## src/rtl/alu_mdu.sv

```systemverilog
// +--------------------------------------------------------------------------+
// | alu_mdu : registered ALU with iterative multiply/divide unit (HI/LO)     |
// | Rev 1.0                                                                  |
// +--------------------------------------------------------------------------+
`default_nettype none

module alu_mdu #(
  parameter int WIDTH = 32,
  parameter int SHW   = 5
) (
  input  logic             clk,
  input  logic             reset,
  input  logic             in_valid,
  output logic             in_ready,
  input  logic [WIDTH-1:0] A,
  input  logic [WIDTH-1:0] B,
  input  logic [5:0]       ALUFun,
  input  logic [1:0]       MDOp,
  input  logic             Sign,
  output logic             out_valid,
  output logic [WIDTH-1:0] Z,
  output logic             V,
  output logic [WIDTH-1:0] HI,
  output logic [WIDTH-1:0] LO,
  output logic             md_busy
);

  typedef enum logic [1:0] {
    ST_IDLE = 2'd0,
    ST_MULT = 2'd1,
    ST_DIV  = 2'd2,
    ST_DONE = 2'd3
  } state_t;

  localparam logic [SHW-1:0] LAST_ITER = SHW'(WIDTH - 1);

  state_t             state;
  logic [SHW-1:0]     cnt;
  logic [2*WIDTH-1:0] acc;
  logic [WIDTH-1:0]   opnd;
  logic [WIDTH-1:0]   dividend;
  logic               neg_main;
  logic               neg_rem;
  logic               div_zero;

  logic               is_sub;
  logic [WIDTH-1:0]   b_eff;
  logic [WIDTH-1:0]   sum;
  logic               alu_ovf;
  logic               a_neg;
  logic               a_zero;
  logic               a_eq_b;
  logic               a_lt_b;
  logic [SHW-1:0]     shamt;
  logic               cmp_bit;
  logic [WIDTH-1:0]   alu_res;
  logic               alu_v;

  assign is_sub  = ALUFun[0];
  assign b_eff   = is_sub ? ~B : B;
  assign sum     = A + b_eff + {{(WIDTH-1){1'b0}}, is_sub};
  assign alu_ovf = (A[WIDTH-1] == b_eff[WIDTH-1]) && (sum[WIDTH-1] != A[WIDTH-1]);
  assign a_neg   = A[WIDTH-1];
  assign a_zero  = (A == '0);
  assign a_eq_b  = (A == B);
  assign a_lt_b  = Sign ? ($signed(A) < $signed(B)) : (A < B);
  assign shamt   = A[SHW-1:0];
  assign alu_v   = (ALUFun[5:4] == 2'b00) && Sign && alu_ovf;

  always_comb begin
    cmp_bit = 1'b0;
    case (ALUFun[3:1])
      3'b001:  cmp_bit = a_eq_b;
      3'b000:  cmp_bit = ~a_eq_b;
      3'b010:  cmp_bit = a_lt_b;
      3'b110:  cmp_bit = a_neg | a_zero;
      3'b101:  cmp_bit = a_neg;
      3'b111:  cmp_bit = ~a_neg & ~a_zero;
      default: cmp_bit = 1'b0;
    endcase
  end

  always_comb begin
    alu_res = '0;
    case (ALUFun[5:4])
      2'b00: alu_res = sum;
      2'b01: begin
        case (ALUFun[3:0])
          4'b1000: alu_res = A & B;
          4'b1110: alu_res = A | B;
          4'b0110: alu_res = A ^ B;
          4'b0001: alu_res = ~(A | B);
          4'b1010: alu_res = A;
          default: alu_res = '0;
        endcase
      end
      2'b10: begin
        case (ALUFun[1:0])
          2'b00:   alu_res = B << shamt;
          2'b01:   alu_res = B >> shamt;
          2'b11:   alu_res = $unsigned($signed(B) >>> shamt);
          default: alu_res = '0;
        endcase
      end
      default: alu_res = {{(WIDTH-1){1'b0}}, cmp_bit};
    endcase
  end

  // Signed MD ops run on magnitudes; the sign is reapplied when the result is written.
  logic [WIDTH-1:0]   a_mag;
  logic [WIDTH-1:0]   b_mag;
  logic [WIDTH:0]     mul_sum;
  logic [2*WIDTH-1:0] mul_next;
  logic [2*WIDTH-1:0] mul_res;
  logic [WIDTH:0]     div_sh;
  logic [WIDTH:0]     div_diff;
  logic [2*WIDTH-1:0] div_next;
  logic [WIDTH-1:0]   quo;
  logic [WIDTH-1:0]   rem;
  logic [WIDTH-1:0]   quo_res;
  logic [WIDTH-1:0]   rem_res;

  assign a_mag    = (Sign && A[WIDTH-1]) ? -A : A;
  assign b_mag    = (Sign && B[WIDTH-1]) ? -B : B;

  assign mul_sum  = {1'b0, acc[2*WIDTH-1:WIDTH]} + (acc[0] ? {1'b0, opnd} : {(WIDTH+1){1'b0}});
  assign mul_next = {mul_sum, acc[WIDTH-1:1]};
  assign mul_res  = neg_main ? -mul_next : mul_next;

  // Restoring step: a set top bit of the difference means the trial subtract borrowed.
  assign div_sh   = {acc[2*WIDTH-1:WIDTH], acc[WIDTH-1]};
  assign div_diff = div_sh - {1'b0, opnd};
  assign div_next = div_diff[WIDTH] ? {div_sh[WIDTH-1:0], acc[WIDTH-2:0], 1'b0}
                                    : {div_diff[WIDTH-1:0], acc[WIDTH-2:0], 1'b1};
  assign quo      = div_next[WIDTH-1:0];
  assign rem      = div_next[2*WIDTH-1:WIDTH];
  assign quo_res  = div_zero ? '1 : (neg_main ? -quo : quo);
  assign rem_res  = div_zero ? dividend : (neg_rem ? -rem : rem);

  always_ff @(posedge clk) begin
    if (reset) begin
      state     <= ST_IDLE;
      cnt       <= '0;
      acc       <= '0;
      opnd      <= '0;
      dividend  <= '0;
      neg_main  <= 1'b0;
      neg_rem   <= 1'b0;
      div_zero  <= 1'b0;
      Z         <= '0;
      V         <= 1'b0;
      HI        <= '0;
      LO        <= '0;
      out_valid <= 1'b0;
      in_ready  <= 1'b1;
      md_busy   <= 1'b0;
    end else begin
      out_valid <= 1'b0;
      case (state)
        ST_IDLE: begin
          if (in_valid) begin
            if (MDOp == 2'b01 || MDOp == 2'b10) begin
              state    <= (MDOp == 2'b01) ? ST_MULT : ST_DIV;
              cnt      <= '0;
              acc      <= {{WIDTH{1'b0}}, (MDOp == 2'b01) ? b_mag : a_mag};
              opnd     <= (MDOp == 2'b01) ? a_mag : b_mag;
              dividend <= A;
              neg_main <= Sign && (A[WIDTH-1] ^ B[WIDTH-1]);
              neg_rem  <= Sign && A[WIDTH-1];
              div_zero <= (MDOp == 2'b10) && (B == '0);
              in_ready <= 1'b0;
              md_busy  <= 1'b1;
            end else begin
              Z         <= alu_res;
              V         <= alu_v;
              out_valid <= 1'b1;
            end
          end
        end
        ST_MULT: begin
          acc <= mul_next;
          cnt <= cnt + SHW'(1);
          if (cnt == LAST_ITER) begin
            HI        <= mul_res[2*WIDTH-1:WIDTH];
            LO        <= mul_res[WIDTH-1:0];
            out_valid <= 1'b1;
            state     <= ST_DONE;
          end
        end
        ST_DIV: begin
          acc <= div_next;
          cnt <= cnt + SHW'(1);
          if (cnt == LAST_ITER) begin
            HI        <= rem_res;
            LO        <= quo_res;
            out_valid <= 1'b1;
            state     <= ST_DONE;
          end
        end
        default: begin
          state    <= ST_IDLE;
          in_ready <= 1'b1;
          md_busy  <= 1'b0;
        end
      endcase
    end
  end

endmodule

`default_nettype wire
```

## config.mk

```make
export PLATFORM = sky130hd
export DESIGN_NAME = alu_mdu
export DESIGN_NICKNAME = d
export VERILOG_FILES = /design/src/rtl/alu_mdu.sv
export SDC_FILE = /design/constraint.sdc
export NUM_CORES = 2
export LEC_CHECK = 0
export ABC_AREA = 1
export BUFFER_PORTS_ARGS = -buffer_cell sky130_fd_sc_hd__buf_4
export CAP_MARGIN = 20
export CORE_MARGIN = 10
export CORE_UTILIZATION = 35
export DETAILED_ROUTE_END_ITERATION = 10
export PLACE_DENSITY = 0.54
export SYNTH_ARGS = -nofsm -noshare
export SYNTH_HDL_FRONTEND = slang
export SYNTH_SLANG_ARGS = --single-unit
```

## constraint.sdc

```tcl
create_clock -name clk -period 5.4 [get_ports clk]
set_input_delay 0.54 -clock clk [delete_from_list [all_inputs] [get_ports clk]]
set_output_delay 0.54 -clock clk [all_outputs]
set_load 0.01 [all_outputs]
```

# Yosys cells after proc, flatten, opt, wreduce, memory -nomap -nowiden

Index checks and enable logic that the tools add are counted.

Register bits after elaboration: 238
Input port bits: 76
Output and inout port bits: 100
Logic and storage cells: 139

$add $sub $neg: 10
$lt $le $gt $ge: 2
Equality and inequality tests: 27
Shift-type cells: 3
Muxes and demuxes: 44
Bitwise operators: 13
Reduce and logical (&&, ||, !) cells: 25

Operators by type and width:

| operator                                    | count |
|---|---|
| 2-to-1 mux 32 bit                           | 14 |
| 2-to-1 mux 64 bit                           | 4 |
| case mux 32 bit (3 select lines)            | 2 |
| case mux 64 bit (3 select lines)            | 1 |
| case mux 32 bit (5 select lines)            | 1 |
| negation 32 bit                             | 4 |
| case mux 32 bit (2 select lines)            | 2 |
| logical NOT 32 bit                          | 2 |
| less-than comparator 32 bit                 | 2 |
| negation 64 bit                             | 1 |
| inverter 32 bit                             | 2 |
| adder 32 x 32 -> 33 bit                     | 1 |
| subtractor 33 x 32 -> 33 bit                | 1 |
| adder 32 x 1 -> 32 bit                      | 1 |
| adder 32 bit                                | 1 |
| AND 32 bit                                  | 1 |
| equality test 32 bit                        | 1 |
| bitwise OR 32 bit                           | 1 |
| << shifter 32 x 5 -> 32 bit                 | 1 |
| right shift 32 x 5 -> 32 bit                | 1 |
| >>> shifter 32 x 5 -> 32 bit                | 1 |
| XOR 32 bit                                  | 1 |
| AND reduction 3 bit                         | 7 |
| equality test 4 bit (second input constant) | 3 |
| 31 further kinds                            | 68 |

# Longest topological paths before layout

Depth after elaboration: 7
Gate-level depth with buffers: 30
Mapped depth without buffers: 29

# Least setup slack after synthesis

Ideal clock, no wire load.

Path type: input -> register
From: in ALUFun[0]
To: reg Z[21]
Setup time: 0.132 ns
Arrival: 3.631 ns
Data required time: 5.268 ns
Path slack: 1.637 ns
Stages: 23
Path buffers: 4
Path through: buf_2 clkbuf_1 clkbuf_1 clkbuf_1 xnor2_1 inv_1 ha_1 nand3_1 nand2_1 nand2_1 nand2_1 nand2_1 nand2_1 nand2_1 nand2_1 a21oi_1 o21ai_0 a21oi_1 or2_2 nand3_1 nand3_1 nand2_1 a21oi_1

Longest elaborated chain between the ends: 4
Elaborated cells between the ends (all ways): 14
Those cells by class: 2 x add/sub; 7 x eq/ne; 4 x mux; 1 x reduce/logical

Ends and longest elaborated chain:

| item                               | RTL line | RTL |
|---|---|---|
| start, declared                    | 17       | `input logic [5:0] ALUFun,` |
| 2-to-1 mux 32 bit                  | 60       | `assign b_eff = is_sub ? ~B : B;` |
| adder 32 bit                       | 61       | `assign sum = A + b_eff + {{(WIDTH-1){1'b0}}, is_sub};` |
| adder 32 x 1 -> 32 bit             | 61       |  |
| case mux 32 bit (3 select lines) * | 85       | `case (ALUFun[5:4])` |
| end signal, assigned               | 174      | `Z <= alu_res;` |
| end, declared                      | 21       | `output logic [WIDTH-1:0] Z,` |

Every way passes the cells marked *; elsewhere a longest branch is shown, timed or not.
A chain may end at the register's enable or synchronous reset.

# Worst setup path after layout

From: reg acc[0]
To: reg HI[26]

Longest elaborated chain between the ends: 6

Ends and longest elaborated chain:

| item                               | RTL line | RTL |
|---|---|---|
| start, declared                    | 39       | `logic [2*WIDTH-1:0] acc;` |
| start signal, assigned             | 165      | `acc <= {{WIDTH{1'b0}}, (MDOp == 2'b01) ? b_mag : a_mag};` |
| start signal, assigned             | 181      | `acc <= mul_next;` |
| start signal, assigned             | 191      | `acc <= div_next;` |
| 2-to-1 mux 32 bit *                | 126      | `assign mul_sum = {1'b0, acc[2*WIDTH-1:WIDTH]} + (acc[0] ? {1'b0, opnd} : {(WIDTH+1){1'b0}});` |
| adder 32 x 32 -> 33 bit *          | 126      |  |
| negation 64 bit                    | 128      | `assign mul_res = neg_main ? -mul_next : mul_next;` |
| 2-to-1 mux 64 bit *                | 128      |  |
| 2-to-1 mux 32 bit *                | 183      | `if (cnt == LAST_ITER) begin` |
| case mux 32 bit (2 select lines) * | 159      | `case (state)` |
| end signal, assigned               | 184      | `HI <= mul_res[2*WIDTH-1:WIDTH];` |
| end signal, assigned               | 194      | `HI <= rem_res;` |
| end, declared                      | 23       | `output logic [WIDTH-1:0] HI,` |

Every way passes the cells marked *; elsewhere a longest branch is shown, timed or not. The select of a mux whose other input is x is not followed.

==> impl_metrics.prom <==
# TYPE chip_impl_metric gauge
chip_impl_info{name="run_status",value="completed"} 1
chip_impl_metric{name="fin_area",unit="um^2"} 32150
chip_impl_info{name="worst_setup_path_startpoint",value="acc[0]$_SDFFE_PP0P_"} 1
chip_impl_metric{name="floorplan.io_pins",unit=""} 176
chip_impl_metric{name="drt_iter0_markers",unit=""} 4320
chip_impl_metric{name="fp-row-count",unit=""} 105
chip_impl_metric{name="global_route.overflow_total",unit=""} 0
chip_impl_info{name="grt_setup_unrepaired",value="no"} 1
chip_impl_metric{name="setup_viol_count_final",unit=""} 0
chip_impl_metric{name="worst-slew-pin-transition",unit="ns"} 1.160
chip_impl_metric{name="synth_cell_type_count",unit=""} 68
chip_impl_metric{name="synth_compound_gate_area_share",unit="%"} 26.90
chip_impl_info{name="cp_common_cell",value="sky130_fd_sc_hd__nand2_1"} 1
chip_impl_info{name="synth_top_cells_by_area",value="sky130_fd_sc_hd__nand2_1, sky130_fd_sc_hd__dfxtp_1, sky130_fd_sc_hd__ha_1, sky130_fd_sc_hd__inv_1, sky130_fd_sc_hd__a21oi_1"} 1
chip_impl_metric{name="initial_cell_density_of_the_core",unit="%"} 35.22
chip_impl_metric{name="clock_insertion_delay_at_the_later_pin_of_the_skew_report",unit="ns"} 0.66
chip_impl_metric{name="syn_nets",unit=""} 5246
chip_impl_metric{name="vias",unit=""} 34900
chip_impl_metric{name="grt_start_max_net_pins",unit=""} 78
chip_impl_metric{name="syn-instance-count",unit=""} 4963
chip_impl_metric{name="initial_antenna_violation_count",unit=""} 1
chip_impl_info{name="synth_top_cells_by_count",value="sky130_fd_sc_hd__nand2_1, sky130_fd_sc_hd__inv_1, sky130_fd_sc_hd__nor2_1"} 1
chip_impl_info{name="synth_top_family_by_area",value="simple AND/OR/NAND/NOR gates"} 1
chip_impl_metric{name="p_per_area",unit="nW/um^2"} 407.8
chip_impl_metric{name="timing_max_transition_violations_final",unit=""} 0
chip_impl_metric{name="place.port_buffers",unit=""} 175
chip_impl_info{name="synth.most_common_cell",value="sky130_fd_sc_hd__nand2_1"} 1
chip_impl_metric{name="die-height",unit="um"} 307.0
chip_impl_metric{name="detail_route.wirelength",unit="mm"} 149.1
chip_impl_metric{name="timing.slew.headroom",unit="%"} 21.87
chip_impl_metric{name="ys.warnings.count",unit=""} 0
chip_impl_metric{name="cts_buffer_depth",unit=""} 3
chip_impl_metric{name="global_route.usage.total",unit="%"} 30.11
chip_impl_metric{name="synth-seq-cells",unit=""} 238
chip_impl_metric{name="core_area",unit="um^2"} 81850
chip_impl_metric{name="synth_top_area_share",unit="%"} 16.76
chip_impl_metric{name="final_util",unit="%"} 39.28
chip_impl_metric{name="worst-endpoint-arrival",unit="ns"} 4.96
chip_impl_metric{name="design.die.area",unit="um^2"} 94240
chip_impl_metric{name="grt_pass1_vias",unit=""} 32500
chip_impl_metric{name="cts_num_sinks",unit=""} 238
chip_impl_metric{name="final.fill_count",unit=""} 9246
chip_impl_info{name="critical_path.cell_chain",value="nand2_1 > inv_1 > ha_1 > fa_1 > nand3_1 > nand2_1 > a21boi_1 > o21ai_1 > xnor2_1 > nand2_1 > nor4_1 > nand2_1 > nand2_1 > nand3_1 > nand3_1 > nand3_1 > nand2_1 > inv_1"} 1
chip_impl_metric{name="place_area",unit="um^2"} 31120
chip_impl_metric{name="n_antenna_cell",unit=""} 0
chip_impl_metric{name="reg2reg_setup_slack",unit="ns"} 0.99
chip_impl_metric{name="max_stage_delay",unit="ns"} 0.63
chip_impl_metric{name="report.final.hold_viol_count",unit=""} 0
chip_impl_info{name="synth-main-ff-cell",value="sky130_fd_sc_hd__dfxtp_1"} 1
chip_impl_metric{name="post_synth_fa_ha_maj_area_fraction",unit="%"} 9.063
chip_impl_metric{name="asyncSetResetFlopFracSynth",unit="%"} 0
chip_impl_metric{name="dpl.hpwl",unit="mm"} 118.4
chip_impl_metric{name="place.gp.congestion",unit=""} 1.013
chip_impl_metric{name="htree_num_levels",unit=""} 1
chip_impl_metric{name="post_synth_simple_gate_area",unit="%"} 30.69
chip_impl_metric{name="postRouteAntennaNets",unit=""} 0
chip_impl_metric{name="grt_first_pass_wirelength",unit="mm"} 216.3
chip_impl_info{name="critical_path_class",value="reg2reg"} 1
chip_impl_metric{name="fp.dieW",unit="um"} 307.0
chip_impl_metric{name="synth_enable_flop_cells",unit=""} 0
chip_impl_metric{name="max_freq",unit="MHz"} 226.8
chip_impl_metric{name="sum_of_negative_setup_slack",unit="ns"} 0
chip_impl_metric{name="r2r_cells",unit=""} 18
chip_impl_metric{name="cts.clk_slew.worst_paths",unit="ns"} 0.06
chip_impl_metric{name="fraction_of_final_layout_cells_with_drive_strength_greater_than_1",unit="%"} 7.800
chip_impl_info{name="cts_root_buf",value="sky130_fd_sc_hd__clkbuf_16"} 1
chip_impl_metric{name="ir_worst_vdd",unit="mV"} 0.3576
chip_impl_metric{name="leakagePower",unit="nW"} 15.69
chip_impl_metric{name="holdBufCountCts",unit=""} 0
chip_impl_metric{name="cap_viol_max_count",unit=""} 0
chip_impl_metric{name="min_period_over_period",unit="%"} 81.67
chip_impl_metric{name="minimum_clock_period_after_layout",unit="ns"} 4.410
chip_impl_metric{name="finalNetCount",unit=""} 5278
chip_impl_info{name="endpoint_kind",value="register"} 1
chip_impl_info{name="crit-reg2reg-launch",value="acc[0]$_SDFFE_PP0P_"} 1
chip_impl_info{name="hold_path_end",value="dividend[29]$_SDFFE_PP0P_"} 1
chip_impl_info{name="synthDominantAreaCellType",value="sky130_fd_sc_hd__nand2_1"} 1
chip_impl_metric{name="cts.repair_timing.setup_buffer_count",unit=""} 0
chip_impl_metric{name="critical_path_required",unit="ns"} 5.95
chip_impl_metric{name="whs_path_depth",unit=""} 3
chip_impl_info{name="crit-reg2reg-capture",value="HI[26]$_SDFFE_PP0P_"} 1
chip_impl_metric{name="postSynthAreaPerCell",unit="um^2"} 5.809
chip_impl_info{name="worstSetupStartpointType",value="register"} 1
chip_impl_info{name="hp-start",value="A[29]"} 1
chip_impl_metric{name="vias_per_cell",unit=""} 5.737
chip_impl_info{name="max_stage_delay_cell_worst_path",value="sky130_fd_sc_hd__nor4_1"} 1
chip_impl_metric{name="synth_sequential_area_ratio",unit="%"} 16.53
chip_impl_metric{name="synth_xor_xnor_area_share",unit="%"} 4.922
chip_impl_info{name="tritoncts_clock_tree",value="yes"} 1
chip_impl_metric{name="cts.repair.resized",unit=""} 0
chip_impl_metric{name="drt_pass1_iterations",unit=""} 8
chip_impl_metric{name="detail_route.drc_violations",unit=""} 0
chip_impl_metric{name="numCtsBuffers",unit=""} 29
chip_impl_metric{name="yosys-mux-area-fraction",unit="%"} 0.3472
chip_impl_metric{name="crit_path_max_fanout",unit=""} 18
chip_impl_metric{name="finClkSkew",unit="ns"} 0.04265
chip_impl_metric{name="synthesis.area",unit="um^2"} 28830
chip_impl_metric{name="avgRoutedWirePerCell",unit="um"} 24.52
chip_impl_info{name="timing.hold.worst.class",value="in2reg"} 1
chip_impl_metric{name="syn2layout_area_growth",unit="%"} 11.52
power breakdown:
group | switching (mW) | internal [mW]
combinational | 6.10 | 2.39
clock | 0.915 | 1.31
sequential | 0.402 | 1.99
flip-flops by register name, indices dropped and copies added, names as in the netlist:
register / cells
md_busy: 1
out_valid: 1
neg_rem: 1
in_ready: 1
state: 2
HI: 32
acc: 64
Z: 32
div_zero: 1
opnd: 32
V: 1
cnt: 5
dividend: 32
neg_main: 1
LO: 32
cell type report:
type	instances	area (um^2)	area share [%]
repair buffers	251	1917	5.962
clock inverters	10	197.7	0.6149
inverters	622	2337	7.270
flip-flops and latches	238	4766	14.82
clock buffers	39	833.3	2.592
multi-input cells	3853	20760	64.57
well taps	1070	1339	4.164
cell usage in the layout (no fill, tap or decap), types with 13 or more instances in the layout:
master,synthesis,routed
sky130_fd_sc_hd__nand3_1,209,209
sky130_fd_sc_hd__a221oi_1,33,33
sky130_fd_sc_hd__o221ai_1,40,40
sky130_fd_sc_hd__buf_4,4,249
sky130_fd_sc_hd__nand4_1,45,45
sky130_fd_sc_hd__nor3_1,53,53
sky130_fd_sc_hd__xor2_1,121,121
sky130_fd_sc_hd__or2_2,15,15
sky130_fd_sc_hd__o21ai_1,14,14
sky130_fd_sc_hd__nand3b_1,18,18
sky130_fd_sc_hd__a21oi_1,447,446
sky130_fd_sc_hd__o31ai_1,14,14
sky130_fd_sc_hd__clkbuf_16,0,29
sky130_fd_sc_hd__nor2_1,451,447
sky130_fd_sc_hd__a31oi_1,55,55
sky130_fd_sc_hd__o21bai_1,16,16
sky130_fd_sc_hd__nand2_2,21,21
sky130_fd_sc_hd__o22ai_1,73,73
sky130_fd_sc_hd__inv_1,604,601
sky130_fd_sc_hd__xnor2_1,41,41
sky130_fd_sc_hd__nand2_1,1287,1287
sky130_fd_sc_hd__o21ai_0,428,428
sky130_fd_sc_hd__nor4_1,14,14
sky130_fd_sc_hd__o211ai_1,118,118
sky130_fd_sc_hd__a21o_1,13,13
sky130_fd_sc_hd__dfxtp_1,238,237
sky130_fd_sc_hd__ha_1,204,203
sky130_fd_sc_hd__o21a_1,22,22
through the flow:
stage	setup slack (ns)	hold WS (ns)	total power [mW]	instances
after floorplan	1.637	0.4347	7.911	4963
after global placement	1.066	0.4558	10.65	6033
after detailed placement	1.080	0.4585	10.64	6034
after CTS	1.061	0.2628	12.90	6083
after global routing	0.6896	0.2950	13.95	6083
final	0.9901	0.3021	13.11	6083
routing by layer:
metal / vias up / global-route usage, % / wire length [um]
met3: 345 / 4.728 / 12210
met1: 16240 / 38.40 / 62000
met4: 0 / 16.83 / 10060
li1: 16610 / - / -
met2: 1708 / 47.94 / 64860
met5: - / 0 / 0
kinds of logic (layout without fill, tap and decap cells):
family          count (synthesis)  after routing
mux                            10             10
buf+inv                       872            922
flops                         238            238
fa+ha+maj                     207            207
xor+xnor                      162            162
compound gates               1328           1328
simple gates                 2146           2146
worst max-delay path, delay by kind of cell, from the launching register on:
family / cells / cell delay, ns
buffers and inverters: 2 / 0.09
adder cells (fa/ha/maj): 2 / 0.73
XOR/XNOR: 1 / 0.56
AO/OA/AOI/OAI: 2 / 0.51
flip-flops: 1 / 0.53
AND/OR/NAND/NOR: 11 / 1.89
worst max-delay path by stage:
stage | endpoint | cells after the start
2_1_floorplan | Z[21]$_SDFFE_PP0P_ | 23
3_3_place_gp | HI[26]$_SDFFE_PP0P_ | 18
3_5_place_dp | HI[30]$_SDFFE_PP0P_ | 27
4_1_cts | HI[30]$_SDFFE_PP0P_ | 27
5_1_grt | HI[14]$_SDFFE_PP0P_ | 17
6_report | HI[26]$_SDFFE_PP0P_ | 18
Power figures use the tool's default switching activity.
